**config.mk**
```make
export PLATFORM = sky130hd
export DESIGN_NAME = outbuf_cntl_flat
export DESIGN_NICKNAME = d
export VERILOG_FILES = /design/src/rtl/outbuf_cntl_if.sv /design/src/rtl/outbuf_cntl.sv /design/src/flat_wrapper.sv
export SDC_FILE = /design/constraint.sdc
export NUM_CORES = 1
export LEC_CHECK = 0
export ABC_AREA = 1
export CAP_MARGIN = 20
export CORE_ASPECT_RATIO = 0.9
export CORE_MARGIN = 3
export CORE_UTILIZATION = 41
export CTS_CLUSTER_DIAMETER = 50
export DETAILED_ROUTE_END_ITERATION = 8
export GPL_TIMING_DRIVEN = 1
export PLACE_DENSITY = 0.79
export SLEW_MARGIN = 40
export SYNTH_ARGS = -nofsm -noshare
export SYNTH_HDL_FRONTEND = slang
export SYNTH_SLANG_ARGS = --single-unit
```
**constraint.sdc**
```tcl
create_clock -name clk -period 1.98 [get_ports clk]
set_input_delay 0.198 -clock clk [delete_from_list [all_inputs] [get_ports clk]]
set_output_delay 0.198 -clock clk [all_outputs]
set_load 0.02 [all_outputs]
```
**src/rtl/outbuf_cntl_if.sv**
```systemverilog
// Output-memory write bus of the result buffer controller.
// master: the controller (drives request, address, data; receives ack).
// slave : the output memory (receives the write, returns ack).
interface outbuf_cntl_if #(
  parameter int OUTBUF_MEM_ADDR_W = 4,
  parameter int OUTBUF_MEM_DATA_W = 128
) ();

  logic                         outbuf_mem_wr_req;
  logic [OUTBUF_MEM_ADDR_W-1:0] outbuf_mem_wr_addr;
  logic [OUTBUF_MEM_DATA_W-1:0] outbuf_mem_wr_data;
  logic                         outbuf_mem_wr_ack;

  modport master (
    output outbuf_mem_wr_req,
    output outbuf_mem_wr_addr,
    output outbuf_mem_wr_data,
    input  outbuf_mem_wr_ack
  );

  modport slave (
    input  outbuf_mem_wr_req,
    input  outbuf_mem_wr_addr,
    input  outbuf_mem_wr_data,
    output outbuf_mem_wr_ack
  );

endinterface

```
**src/rtl/outbuf_cntl.sv**
```systemverilog
// outbuf_cntl: captures engine result lines and writes them into a circular
// output memory, tracking how many lines are waiting for the host.
// A line is captured on an accepted valid pulse, held one cycle, then
// presented on the memory write bus until acknowledged.
// Optional build macro OUTBUF_LINE_CNT_EN adds a saturating 16-bit count
// of completed memory writes on port outbuf_line_cnt.
module outbuf_cntl #(
  parameter  int PACKET_LENGTH     = 8,
  parameter  int W                 = 4,
  parameter  int OUT_UNIT_NUM      = 4,
  parameter  int OUTBUF_MEM_ADDR_W = 4,
  localparam int OUTBUF_MEM_DATA_W = PACKET_LENGTH * W * OUT_UNIT_NUM
) (
  input  logic                         clk,
  input  logic                         rstn,
  input  logic                         eng_rstn,
  input  logic                         cntrl_outbuf_wr_en,
  input  logic [OUTBUF_MEM_DATA_W-1:0] eng_outbuf_dout,
  input  logic                         eng_outbuf_dout_val,
  output logic                         outbuf_eng_stall,
  outbuf_cntl_if.master                mem,
  input  logic                         host_rd_pop,
  output logic [OUTBUF_MEM_ADDR_W:0]   outbuf_level,
  output logic                         outbuf_full,
  output logic                         outbuf_empty,
  output logic                         outbuf_ovf
`ifdef OUTBUF_LINE_CNT_EN
  ,
  output logic [15:0]                  outbuf_line_cnt
`endif
);

  localparam int                       DEPTH    = 1 << OUTBUF_MEM_ADDR_W;
  localparam logic [OUTBUF_MEM_ADDR_W:0] LV_DEPTH = (OUTBUF_MEM_ADDR_W + 1)'(DEPTH);

  typedef enum logic [1:0] {
    IDLE    = 2'd0,
    CAPTURE = 2'd1,
    WRITE   = 2'd2
  } state_e;

  state_e                       r_state;
  logic                         r_wr_req;
  logic [OUTBUF_MEM_ADDR_W-1:0] r_wr_addr;
  logic [OUTBUF_MEM_DATA_W-1:0] r_cap_data;
  logic [OUTBUF_MEM_ADDR_W:0]   r_level;
  logic                         r_ovf;

  logic w_accept;
  logic w_drop;
  logic w_wr_done;
  logic w_pop;

  // Engine may only present a line while idle, with room left and capture enabled.
  assign outbuf_eng_stall = (r_state != IDLE) | outbuf_full | ~cntrl_outbuf_wr_en;

  assign w_accept  = eng_outbuf_dout_val & ~outbuf_eng_stall;
  assign w_drop    = eng_outbuf_dout_val &  outbuf_eng_stall;
  assign w_wr_done = (r_state == WRITE) & mem.outbuf_mem_wr_ack;
  assign w_pop     = host_rd_pop & (r_level != '0);

  assign mem.outbuf_mem_wr_req  = r_wr_req;
  assign mem.outbuf_mem_wr_addr = r_wr_addr;
  assign mem.outbuf_mem_wr_data = r_cap_data;

  assign outbuf_level = r_level;
  assign outbuf_full  = (r_level == LV_DEPTH);
  assign outbuf_empty = (r_level == '0);
  assign outbuf_ovf   = r_ovf;

  // Capture/write sequencer; request, address and data are registered and
  // therefore held stable for the whole WRITE state.
  // NOTE: rstn is asynchronous (in the sensitivity list); eng_rstn is a
  // synchronous clear, so it is only tested inside the clocked branch.
  always_ff @(posedge clk or negedge rstn) begin
    if (!rstn) begin
      // NOTE: the wide capture register is reset because the write-data port
      // must read zero after reset; datapath registers usually need no reset.
      r_state    <= IDLE;
      r_wr_req   <= 1'b0;
      r_wr_addr  <= '0;
      r_cap_data <= '0;
    end else if (!eng_rstn) begin
      r_state    <= IDLE;
      r_wr_req   <= 1'b0;
      r_wr_addr  <= '0;
      r_cap_data <= '0;
    end else begin
      // NOTE: non-blocking assignments keep every register reading its
      // pre-edge value, so the order of these statements does not matter.
      case (r_state)
        IDLE: begin
          if (w_accept) begin
            r_cap_data <= eng_outbuf_dout;
            r_state    <= CAPTURE;
          end
        end
        CAPTURE: begin
          r_wr_req <= 1'b1;
          r_state  <= WRITE;
        end
        WRITE: begin
          if (mem.outbuf_mem_wr_ack) begin
            r_wr_req  <= 1'b0;
            r_wr_addr <= r_wr_addr + 1'b1;
            r_state   <= IDLE;
          end
        end
        default: begin
          r_wr_req <= 1'b0;
          r_state  <= IDLE;
        end
      endcase
    end
  end

  // Occupancy: +1 on completed write, -1 on host pop, unchanged when both.
  always_ff @(posedge clk or negedge rstn) begin
    if (!rstn) begin
      r_level <= '0;
    end else if (!eng_rstn) begin
      r_level <= '0;
    end else begin
      case ({w_wr_done, w_pop})
        2'b10:   r_level <= r_level + 1'b1;
        2'b01:   r_level <= r_level - 1'b1;
        default: r_level <= r_level;
      endcase
    end
  end

  // Sticky flag: a valid line arrived while the engine was told to stall.
  always_ff @(posedge clk or negedge rstn) begin
    if (!rstn) begin
      r_ovf <= 1'b0;
    end else if (!eng_rstn) begin
      r_ovf <= 1'b0;
    end else if (w_drop) begin
      r_ovf <= 1'b1;
    end
  end

`ifdef OUTBUF_LINE_CNT_EN
  logic [15:0] r_line_cnt;

  assign outbuf_line_cnt = r_line_cnt;

  // Saturating count of acknowledged memory writes.
  always_ff @(posedge clk or negedge rstn) begin
    if (!rstn) begin
      r_line_cnt <= '0;
    end else if (!eng_rstn) begin
      r_line_cnt <= '0;
    end else if (w_wr_done && (r_line_cnt != 16'hFFFF)) begin
      r_line_cnt <= r_line_cnt + 16'd1;
    end
  end
`endif

endmodule

```
**src/flat_wrapper.sv**
```systemverilog
// flat-port wrapper written by rule: the top's interface ports become plain ports
module outbuf_cntl_flat 
#(
  parameter  int PACKET_LENGTH     = 8,
  parameter  int W                 = 4,
  parameter  int OUT_UNIT_NUM      = 4,
  parameter  int OUTBUF_MEM_ADDR_W = 4,
  localparam int OUTBUF_MEM_DATA_W = PACKET_LENGTH * W * OUT_UNIT_NUM
)
  (clk, rstn, eng_rstn, cntrl_outbuf_wr_en, eng_outbuf_dout, eng_outbuf_dout_val, outbuf_eng_stall, host_rd_pop, outbuf_level, outbuf_full, outbuf_empty, outbuf_ovf, mem_outbuf_mem_wr_req, mem_outbuf_mem_wr_addr, mem_outbuf_mem_wr_data, mem_outbuf_mem_wr_ack);
  outbuf_cntl_if #(.OUTBUF_MEM_ADDR_W(OUTBUF_MEM_ADDR_W), .OUTBUF_MEM_DATA_W((128))) mem_i ();
  input  logic clk;
  input  logic rstn;
  input  logic eng_rstn;
  input  logic cntrl_outbuf_wr_en;
  input  logic [OUTBUF_MEM_DATA_W-1:0] eng_outbuf_dout;
  input  logic eng_outbuf_dout_val;
  output logic outbuf_eng_stall;
  input  logic host_rd_pop;
  output logic [OUTBUF_MEM_ADDR_W:0] outbuf_level;
  output logic outbuf_full;
  output logic outbuf_empty;
  output logic outbuf_ovf;
  output wire logic [$bits(mem_i.outbuf_mem_wr_req)-1:0] mem_outbuf_mem_wr_req;
  output wire logic [$bits(mem_i.outbuf_mem_wr_addr)-1:0] mem_outbuf_mem_wr_addr;
  output wire logic [$bits(mem_i.outbuf_mem_wr_data)-1:0] mem_outbuf_mem_wr_data;
  input wire logic [$bits(mem_i.outbuf_mem_wr_ack)-1:0] mem_outbuf_mem_wr_ack;
  assign mem_outbuf_mem_wr_req = mem_i.outbuf_mem_wr_req;
  assign mem_outbuf_mem_wr_addr = mem_i.outbuf_mem_wr_addr;
  assign mem_outbuf_mem_wr_data = mem_i.outbuf_mem_wr_data;
  assign mem_i.outbuf_mem_wr_ack = mem_outbuf_mem_wr_ack;
  outbuf_cntl #(.PACKET_LENGTH(PACKET_LENGTH), .W(W), .OUT_UNIT_NUM(OUT_UNIT_NUM), .OUTBUF_MEM_ADDR_W(OUTBUF_MEM_ADDR_W)) u_core (.clk(clk), .rstn(rstn), .eng_rstn(eng_rstn), .cntrl_outbuf_wr_en(cntrl_outbuf_wr_en), .eng_outbuf_dout(eng_outbuf_dout), .eng_outbuf_dout_val(eng_outbuf_dout_val), .outbuf_eng_stall(outbuf_eng_stall), .mem(mem_i), .host_rd_pop(host_rd_pop), .outbuf_level(outbuf_level), .outbuf_full(outbuf_full), .outbuf_empty(outbuf_empty), .outbuf_ovf(outbuf_ovf));
endmodule
```
Word-level counts from Yosys, hierarchy flattened
Cells that the tools add are included. W data, S select, Z words.

Add/sub/neg operators: 3. Eq/ne operators: 14. Multiplexer cells: 17. Bitwise logic cells: 8. Reductions and logical operators: 8.

Operators with widths (count): $mux W128 (3); $mux W4 (3); $ne A2 B1 Y1 const B (5); $pmux W5 S2 (1); $reduce_and A2 Y1 (4); $mux W2 (3); $pmux W2 S3 (1); $add A5 B1 Y5 const B (1); $eq A5 B5 Y1 const B (1); $logic_not A5 Y1 (1); $mux W5 (1); $reduce_bool A5 Y1 (1); $sub A5 B1 Y5 const B (1); $add A4 B1 Y4 const B (1); $and A1 B1 Y1 (4); $eq A2 B1 Y1 const B (2); $eq A2 B2 Y1 const B (2); $mux W1 (4); $ne A3 B1 Y1 const B (1); $ne A3 B2 Y1 const B (1); $ne A3 B3 Y1 const B (1); $pmux W1 S3 (1); $logic_not A2 Y1 (1); $ne A2 B2 Y1 const B (1); 3 further kinds (5).

Bits in registers: 141. Input port bits: 135. Output and inout bits: 142. Word-level logic and storage cells: 56.

Logic depth before layout (Yosys ltp)
Depth in word-level cells: 8. Mapped depth: 12. Depth with buffers taken out: 12.

Worst setup path after synthesis
No wires, ideal clock.

Kind: reg2reg. From: register u_core.r_level[1], in the netlist u_core.outbuf_level[1]. To: register u_core.r_level[4], in the netlist u_core.outbuf_level[4]. Setup time: 0.117 ns. Arrival: 1.793 ns. Required time: 1.863 ns. Setup slack: 0.070 ns. Stages on the path, launching flop included: 12. Buffers on the path: 0. Period minus slack after synthesis: 1.910 ns. Cell sequence: dfrtp_1 -> nor2_2 -> nand3_1 -> nand3_1 -> inv_1 -> ha_1 -> inv_1 -> o21ai_0 -> a21oi_1 -> nand3_1 -> nand3_1 -> nand2_1.

Word-level cells in the longest chain between the ends: 5. Elaborated cells between the ends (all ways): 9. Those cells by class: 2 x add/sub; 3 x eq/ne; 2 x mux; 1 x bitwise; 1 x reduce/logical.

RTL lines: start: declaration (RTL line outbuf_cntl.sv:46) `logic [OUTBUF_MEM_ADDR_W:0] r_level;`; start signal: assignment (RTL line outbuf_cntl.sv:125) `2'b10: r_level <= r_level + 1'b1;`; start signal: assignment (RTL line outbuf_cntl.sv:126) `2'b01: r_level <= r_level - 1'b1;`; start signal: assignment (RTL line outbuf_cntl.sv:127) `default: r_level <= r_level;`; parallel branches: the longest is 5 deep, another holds $sub A5 B1 Y5.

Parallel ways; which one is timed is not known. A chain may end at the register's enable or synchronous reset.

Final worst setup path
From: register u_core.r_level[2], in the netlist u_core.outbuf_level[2]. To: register u_core.r_level[3], in the netlist u_core.outbuf_level[3].

Same word-level chain as after synthesis.

==> Implementation_results.wiki <==
{| class="wikitable"
! Metric !! Value
|-
| Number of violations reported at the end of detailed-routing iteration 0 || between 200 and 300
|-
| Arrival time at the worst endpoint || ~2.2 ns
|-
| Actual slew at the worst max-slew pin || 0.520 ns
|-
| Syn_area_per_cell || 8.93 µm²
|-
| Highest achievable clock rate || around 530 MHz
|-
| Dominant cell type by area after synthesis || sky130_fd_sc_hd__dfrtp_1
|-
| Vert. Die Dim || 119 µm
|-
| Floorplan Core Area || 13600 µm²
|-
| Antenna violations before repair || 0
|-
| Buffers added on ports || roughly 280
|-
| Cell Area, Placed || 8820 µm²
|-
| Instance count of the mapped netlist || 651
|-
| Flop pwr share || approximately two fifths
|-
| Total of warnings raised by yosys || 0
|-
| Tightest slew margin relative to the limit || roughly two thirds
|-
| Unrepaired setup endpoints after global routing || no
|-
| Number of CTS-inserted buffers || 17
|-
| Delay contributed by the slowest stage of the critical path || about 0.4 ns
|-
| TritonCTS clock tree || done
|-
| Area of all sequential standard cells || roughly 3500 µm²
|-
| Yosys top cell area share || around three fifths
|-
| Total iterations of the first detailed-routing run || 5
|-
| Total wire length || 17700 µm
|-
| Syn-to-layout area delta || 62.3%
|-
| Overall fraction of global-route tracks in use || between 20% and 30%
|-
| Max FO, Critical Path || 4
|-
| Logic pwr share || between 20 and 30%
|-
| Leakage power summed over all cells || 4.70 nW
|-
| Most common cell in the synthesized netlist || sky130_fd_sc_hd__nand2_1
|-
| Most common cell on crit path || sky130_fd_sc_hd__nand3_2
|-
| Root Driver || sky130_fd_sc_hd__clkbuf_16
|-
| Sw frac || 28.3%
|-
| Classification of the worst setup path || reg2reg
|-
| Footprint of the multi-input gates || 2030 µm²
|-
| CTS H-Tree Depth || 4
|-
| Post-detailed-route via-to-cell ratio || ~4.9
|-
| Data required, critical path || 2.27 ns
|-
| Layout Skew || 0.00533 ns
|-
| Max-capacitance violation count || 0
|-
| Share of flip-flops with an asynchronous set or reset after synthesis || 100%
|-
| Initial cell density of the core || between 40 and 50%
|-
| Final total negative setup slack || 0 ns
|-
| Total DRC errors in the routed layout || 0
|-
| Setup-violating endpoint count in the final report || 0
|-
| Diodes inserted || 0
|-
| Routability Congestion || about 0.78
|-
| Slowest library cell on the worst path || sky130_fd_sc_hd__dfrtp_1
|-
| Boundary Pins || 277
|-
| Number of global-route vias before repair || roughly 5500
|-
| Detail Placement HPWL || around 12000 µm
|-
| Netlist area before placement || 5810 µm²
|-
| Portion of the post-synthesis area used by sequential elements || 60.7%
|-
| Placement row count || 40
|-
| Maximum number of pins on one net before global-route repair || 76
|-
| R2R Setup Slk || 0.11 ns
|-
| Minimum clock period || around 1.9 ns
|-
| Commonest cells in the synthesized netlist || sky130_fd_sc_hd__nand2_1, sky130_fd_sc_hd__dfrtp_1, sky130_fd_sc_hd__nand3_1, sky130_fd_sc_hd__inv_1, sky130_fd_sc_hd__buf_4
|-
| Smallest setup slack after layout || 0.107 ns
|-
| Type of the most critical hold path || in2reg
|-
| Count of filler cells inserted in the layout || 1050
|-
| Clock transition time at the flip-flop clock pins of the worst setup and hold paths || roughly 0.05 ns
|-
| Fin crit share || between 90% and 100%
|-
| Clock power share || 36.1%
|-
| Total power per unit cell area || 888 nW/µm²
|-
| Chip Width || 132 µm
|-
| Maximum number of buffers from clock root to sink || 2
|-
| Die area || between 15000 and 20000 µm²
|-
| Wire length of the first global-routing pass || 28600 µm
|-
| Dominant delay contributor by cell family on the critical path || simple AND/OR/NAND/NOR gates
|-
| Cell variety after synth || 21
|-
| Crit-path cells || nor2_2 -> nand3_2 -> nand3_4 -> inv_1 -> ha_1 -> buf_4 -> nand2_1 -> nand3_2 -> xnor2_2 -> o21ai_1
|-
| Non-Filler Cell Area, Final || 9440 µm²
|-
| Skew-Pair Late Insertion Delay || 0.41 ns
|-
| Flop and latch count out of synthesis || roughly 140
|-
| Share of cells above drive strength 1 || 6.82%
|-
| Buffer and inverter count on the worst path || 2
|-
| Worst setup slack after placement || -0.0601 ns
|-
| Sort of element at the end of the critical path || register
|-
| Cell-internal power || 6.01 mW
|-
| Number of hold violations in the final report || 0
|-
| Status || complete, no violations
|-
| Post-layout power || ~8.4 mW
|-
| Overall overflow remaining after global route || 0
|-
| Wire per inst || 15.7 µm
|-
| Final Util || 69.3%
|-
| Number of pins with negative max-slew slack in the final report || 0
|-
| Most area-consuming cells after synthesis || sky130_fd_sc_hd__dfrtp_1, sky130_fd_sc_hd__nand2_1, sky130_fd_sc_hd__nand3_1, sky130_fd_sc_hd__buf_4, sky130_fd_sc_hd__buf_2
|-
| Total clock sinks || around 140
|-
| Most instantiated flip-flop cell in the synthesis netlist || sky130_fd_sc_hd__dfrtp_1
|-
| NetSw || 2.37 mW
|-
| Vias after detailed routing || 5490
|-
| Synthesized net count || 791
|-
| Critical path startpoint category || register
|-
| Net total in the final layout || between 1000 and 1500
|-
| Antenna Nets Post-Route || 0
|-
| Number of enable flip-flop cells after synthesis || 0
|-
| Max VDD drop || 0.524 mV
|}
[cell families after synthesis]
kind of cell / count (synthesis) / share of synthesized area, %
simple gates: 425 / 31.0
flops: 141 / 60.7
buf+inv: 61 / 5.27
compound gates: 17 / 1.51
fa+ha+maj: 5 / 1.21
xor+xnor: 2 / 0.301
[power by group through the flow]
stage                     clock network, mW  logic, mW  registers (mW)
after floorplan                           0      0.648            3.57
after global placement                    0       2.00            3.29
after detailed placement                  0       2.02            3.29
after CTS                              3.08       2.07            3.25
after global routing                   3.21       2.29            3.28
final                                  3.02       2.11            3.25
[routing by layer]
metal / GRT usage, % / share of wire (%) / vias up
met5: 0 / 0 / -
met3: 8.66 / 9.8 / 34
met2: 36.1 / 47 / 248
met1: 28.2 / 41 / 2564
li1: - / - / 2644
met4: 9.65 / 2.7 / 0
[final timing paths]
path / from / to / depth (start not counted)
max in group asynchronous: rstn / u_core.mem.outbuf_mem_wr_data[4] / 3
min in group asynchronous: rstn / u_core.outbuf_level[1] / 2
hold / removal: eng_rstn / u_core.mem.outbuf_mem_wr_data[53] / 3
setup reg to reg: u_core.outbuf_level[2] / u_core.outbuf_level[3] / 10
setup / recovery: u_core.outbuf_level[2] / u_core.outbuf_level[3] / 10
hold reg to reg: u_core.mem.outbuf_mem_wr_data[41] / u_core.mem.outbuf_mem_wr_data[41] / 2
[area by class of cell]
class                      instances  share of cell area, %
clock inverter                     8                  0.981
tap                              189                   2.51
clock buffer                      22                   4.92
timing repair buffer             300                   32.0
sequential                       141                   37.4
inverter                          18                  0.716
multi-input combinational        449                   21.5
[tightest hold or removal path: stages]
cell	delay, ns
sky130_fd_sc_hd__buf_4	0.17
sky130_fd_sc_hd__nand3_1	0.09
sky130_fd_sc_hd__nand2_1	0.05
[cell usage in the layout, fill, tap and decap left out, types with 5 or more instances in the layout]
cell / synthesis / routed
sky130_fd_sc_hd__a21oi_1: 5 / 5
sky130_fd_sc_hd__buf_12: 0 / 6
sky130_fd_sc_hd__buf_4: 16 / 18
sky130_fd_sc_hd__clkbuf_16: 0 / 17
sky130_fd_sc_hd__clkdlybuf4s50_1: 0 / 271
sky130_fd_sc_hd__clkinv_2: 0 / 5
sky130_fd_sc_hd__dfrtp_1: 141 / 140
sky130_fd_sc_hd__inv_1: 18 / 18
sky130_fd_sc_hd__nand2_1: 271 / 271
sky130_fd_sc_hd__nand3_1: 137 / 134
sky130_fd_sc_hd__nor2_1: 8 / 8
sky130_fd_sc_hd__o21ai_0: 10 / 8
[stage by stage]
stage / hold slack [ns] / instances
after global placement: 0.177 / 1094
final: 0.144 / 1127
after CTS: 0.122 / 1126
after global routing: 0.141 / 1127
after detailed placement: 0.182 / 1094
after floorplan: -0.0976 / 651
[state kept, by name (all words and copies together), names as in the netlist]
name and cells:
u_core.mem.outbuf_mem_wr_addr 4, u_core.mem.outbuf_mem_wr_data 128, u_core.mem.outbuf_mem_wr_req 1, u_core.outbuf_level 5, u_core.outbuf_ovf 1, u_core.r_state 2
[timing repair]
| item | 4_1_cts | 5_1_grt |
|---|---|---|
| hold buffers | 1 | 0 |
| endpoints found under the setup margin | 4 | 3 |
| resized for setup | 4 | 8 |
| buffers inserted | 1 | 1 |
| pin swaps | 1 | 4 |
| endpoints found under the hold margin | 48 | 0 |
Note: power is estimated with default switching activity, not from simulation.
==> RTL change (config.mk and constraints unchanged) <==
Encoding of `state_e`: now one-hot (3 bits for 3 states).
--- a/src/rtl/outbuf_cntl.sv
+++ b/src/rtl/outbuf_cntl.sv
@@ -33,10 +33,10 @@
   localparam int                       DEPTH    = 1 << OUTBUF_MEM_ADDR_W;
   localparam logic [OUTBUF_MEM_ADDR_W:0] LV_DEPTH = (OUTBUF_MEM_ADDR_W + 1)'(DEPTH);
 
-  typedef enum logic [1:0] {
-    IDLE    = 2'd0,
-    CAPTURE = 2'd1,
-    WRITE   = 2'd2
+  typedef enum logic [2:0] {
+    IDLE    = 3'b001,
+    CAPTURE = 3'b010,
+    WRITE   = 3'b100
   } state_e;
 
   state_e                       r_state;
Function: no difference found for any inputs over 4 cycles, from zero or initial values and one cycle with rstn low; so few cycles prove little.
==> RTL change against the unedited design <==
First-iteration DRC count down 0.33%; global-route usage down 0.37 points; area after synthesis up 3.1%; clock skew up 0.0040 ns; setup slack better by 0.013 ns; design area up 1.0%; die area up 3.0%; total power up 11%; via count up 0.24%; sequential cell count up 1; non-clock buffer count down 3; routed wire length up 1.6%; combinational power up 28%; largest cell class unchanged; highest routed layer unchanged.
==> RTL change: results (changes against the unedited design) <==
pwr:
  p_comb_mw: 2.70  # +28%
  ir_drop_v: 0.000712  # +36%
  power.density_mw_per_mm2: 980  # +10%
  p_switching_mw: 2.92  # +23%
  clkPwrFrac_pct: 34.0  # -2.1 points
placed_design:
  dpl.cell_count: 1104  # +0.91%
  gp_congestion: 0.830  # +6.1%
  hpwlAfterDp_mm: 12.4  # +2.0%
  dpl_worst_slack_ns: -0.137  # -0.0770 ns
setup_path:
  critPathMaxStageDelay_ns: 0.55  # +0.15 ns
  r2r-start: "u_core.r_state[0]$_DFFE_PN1P_"
  cp.arrival_ns: 1.66  # -0.50 ns
  reg2reg_slack_ns: 0.15  # +0.04 ns
  r2r_end: "u_core.outbuf_level[4]$_DFFE_PN0P_"
  cp_slowest_cell: "dfstp_2"
  cp_max_fo: 3  # -1
  critPathTopFamily: "flip-flops"
cells_and_area:
  drive_gt1_share_pct: 7.51  # +0.69 points
logic_synthesis:
  syn_area_per_cell_um2: 9.10  # +1.9%
  synth_compound_area_share_pct: 1.50  # -0.0039 points
  synthesis.nets: 799  # +1.0%
  synth_fa_ha_area_share_pct: 1.17  # -0.036 points
  synthXorXnorAreaFrac_pct: 0.292  # -0.0091 points
  yosysSeqAreaShare_pct: 59.3  # -1.4 points
drt:
  wl_per_cell_um: 15.8  # +0.63%
  drtIter0Drc: 298  # -0.33%
  wirelength_mm: 18.0  # +1.6%
  dr_wl_met2_mm: 8.58  # +3.1%
  vias: 5503  # +0.24%
  wl_met1_mm: 7.34  # +1.6%
  wl_met3_mm: 1.74  # +0.75%
global_routing:
  track_usage_pct: 22.5  # -0.37 points
  grt_max_degree: 84  # +11%
run_status:
  status: "completed"
sta:
  hold_ws_ns: 0.184  # +0.0395 ns
  finClkSkew_ns: 0.00931  # +0.00398 ns
  fmax_ghz: 0.538  # +0.68%
  slew_headroom_pct: 70.8  # +5.5 points
RTL change: per-layer routing:
metal  track usage (%)  vias to the layer above
met5                 0                        -
li1                  -                     2662
met2              36.2                      249
met3              8.78                       28
met4              6.94                        0
met1              28.1                     2564
RTL change: cell families (layout without fill, tap and decap cells):
logic type,Yosys count,in the layout
buffers and inverters,61,347
AND/OR/NAND/NOR,432,432
flip-flops,142,142
AO/OA/AOI/OAI,17,17
XOR/XNOR,2,2
adder cells (fa/ha/maj),5,5
RTL change: final cells by class:
class / instances / area (µm²)
Sequential cell: 142 / 3560
Fill cell: 1113 / 4630
Timing Repair Buffer: 297 / 2990
Multi-Input combinational cell: 456 / 2080
Tap cell: 193 / 241
Clock buffer: 18 / 439
Clock inverter: 14 / 156
Inverter: 18 / 70.1
RTL change: repair_timing:
item                                   CTS  global route
setup endpoints to repair                5             2
pin swaps                                0             2
endpoints found under the hold margin   38             0
setup buffers                            0             1
hold buffers                             1             0
gates resized for setup                  4            11
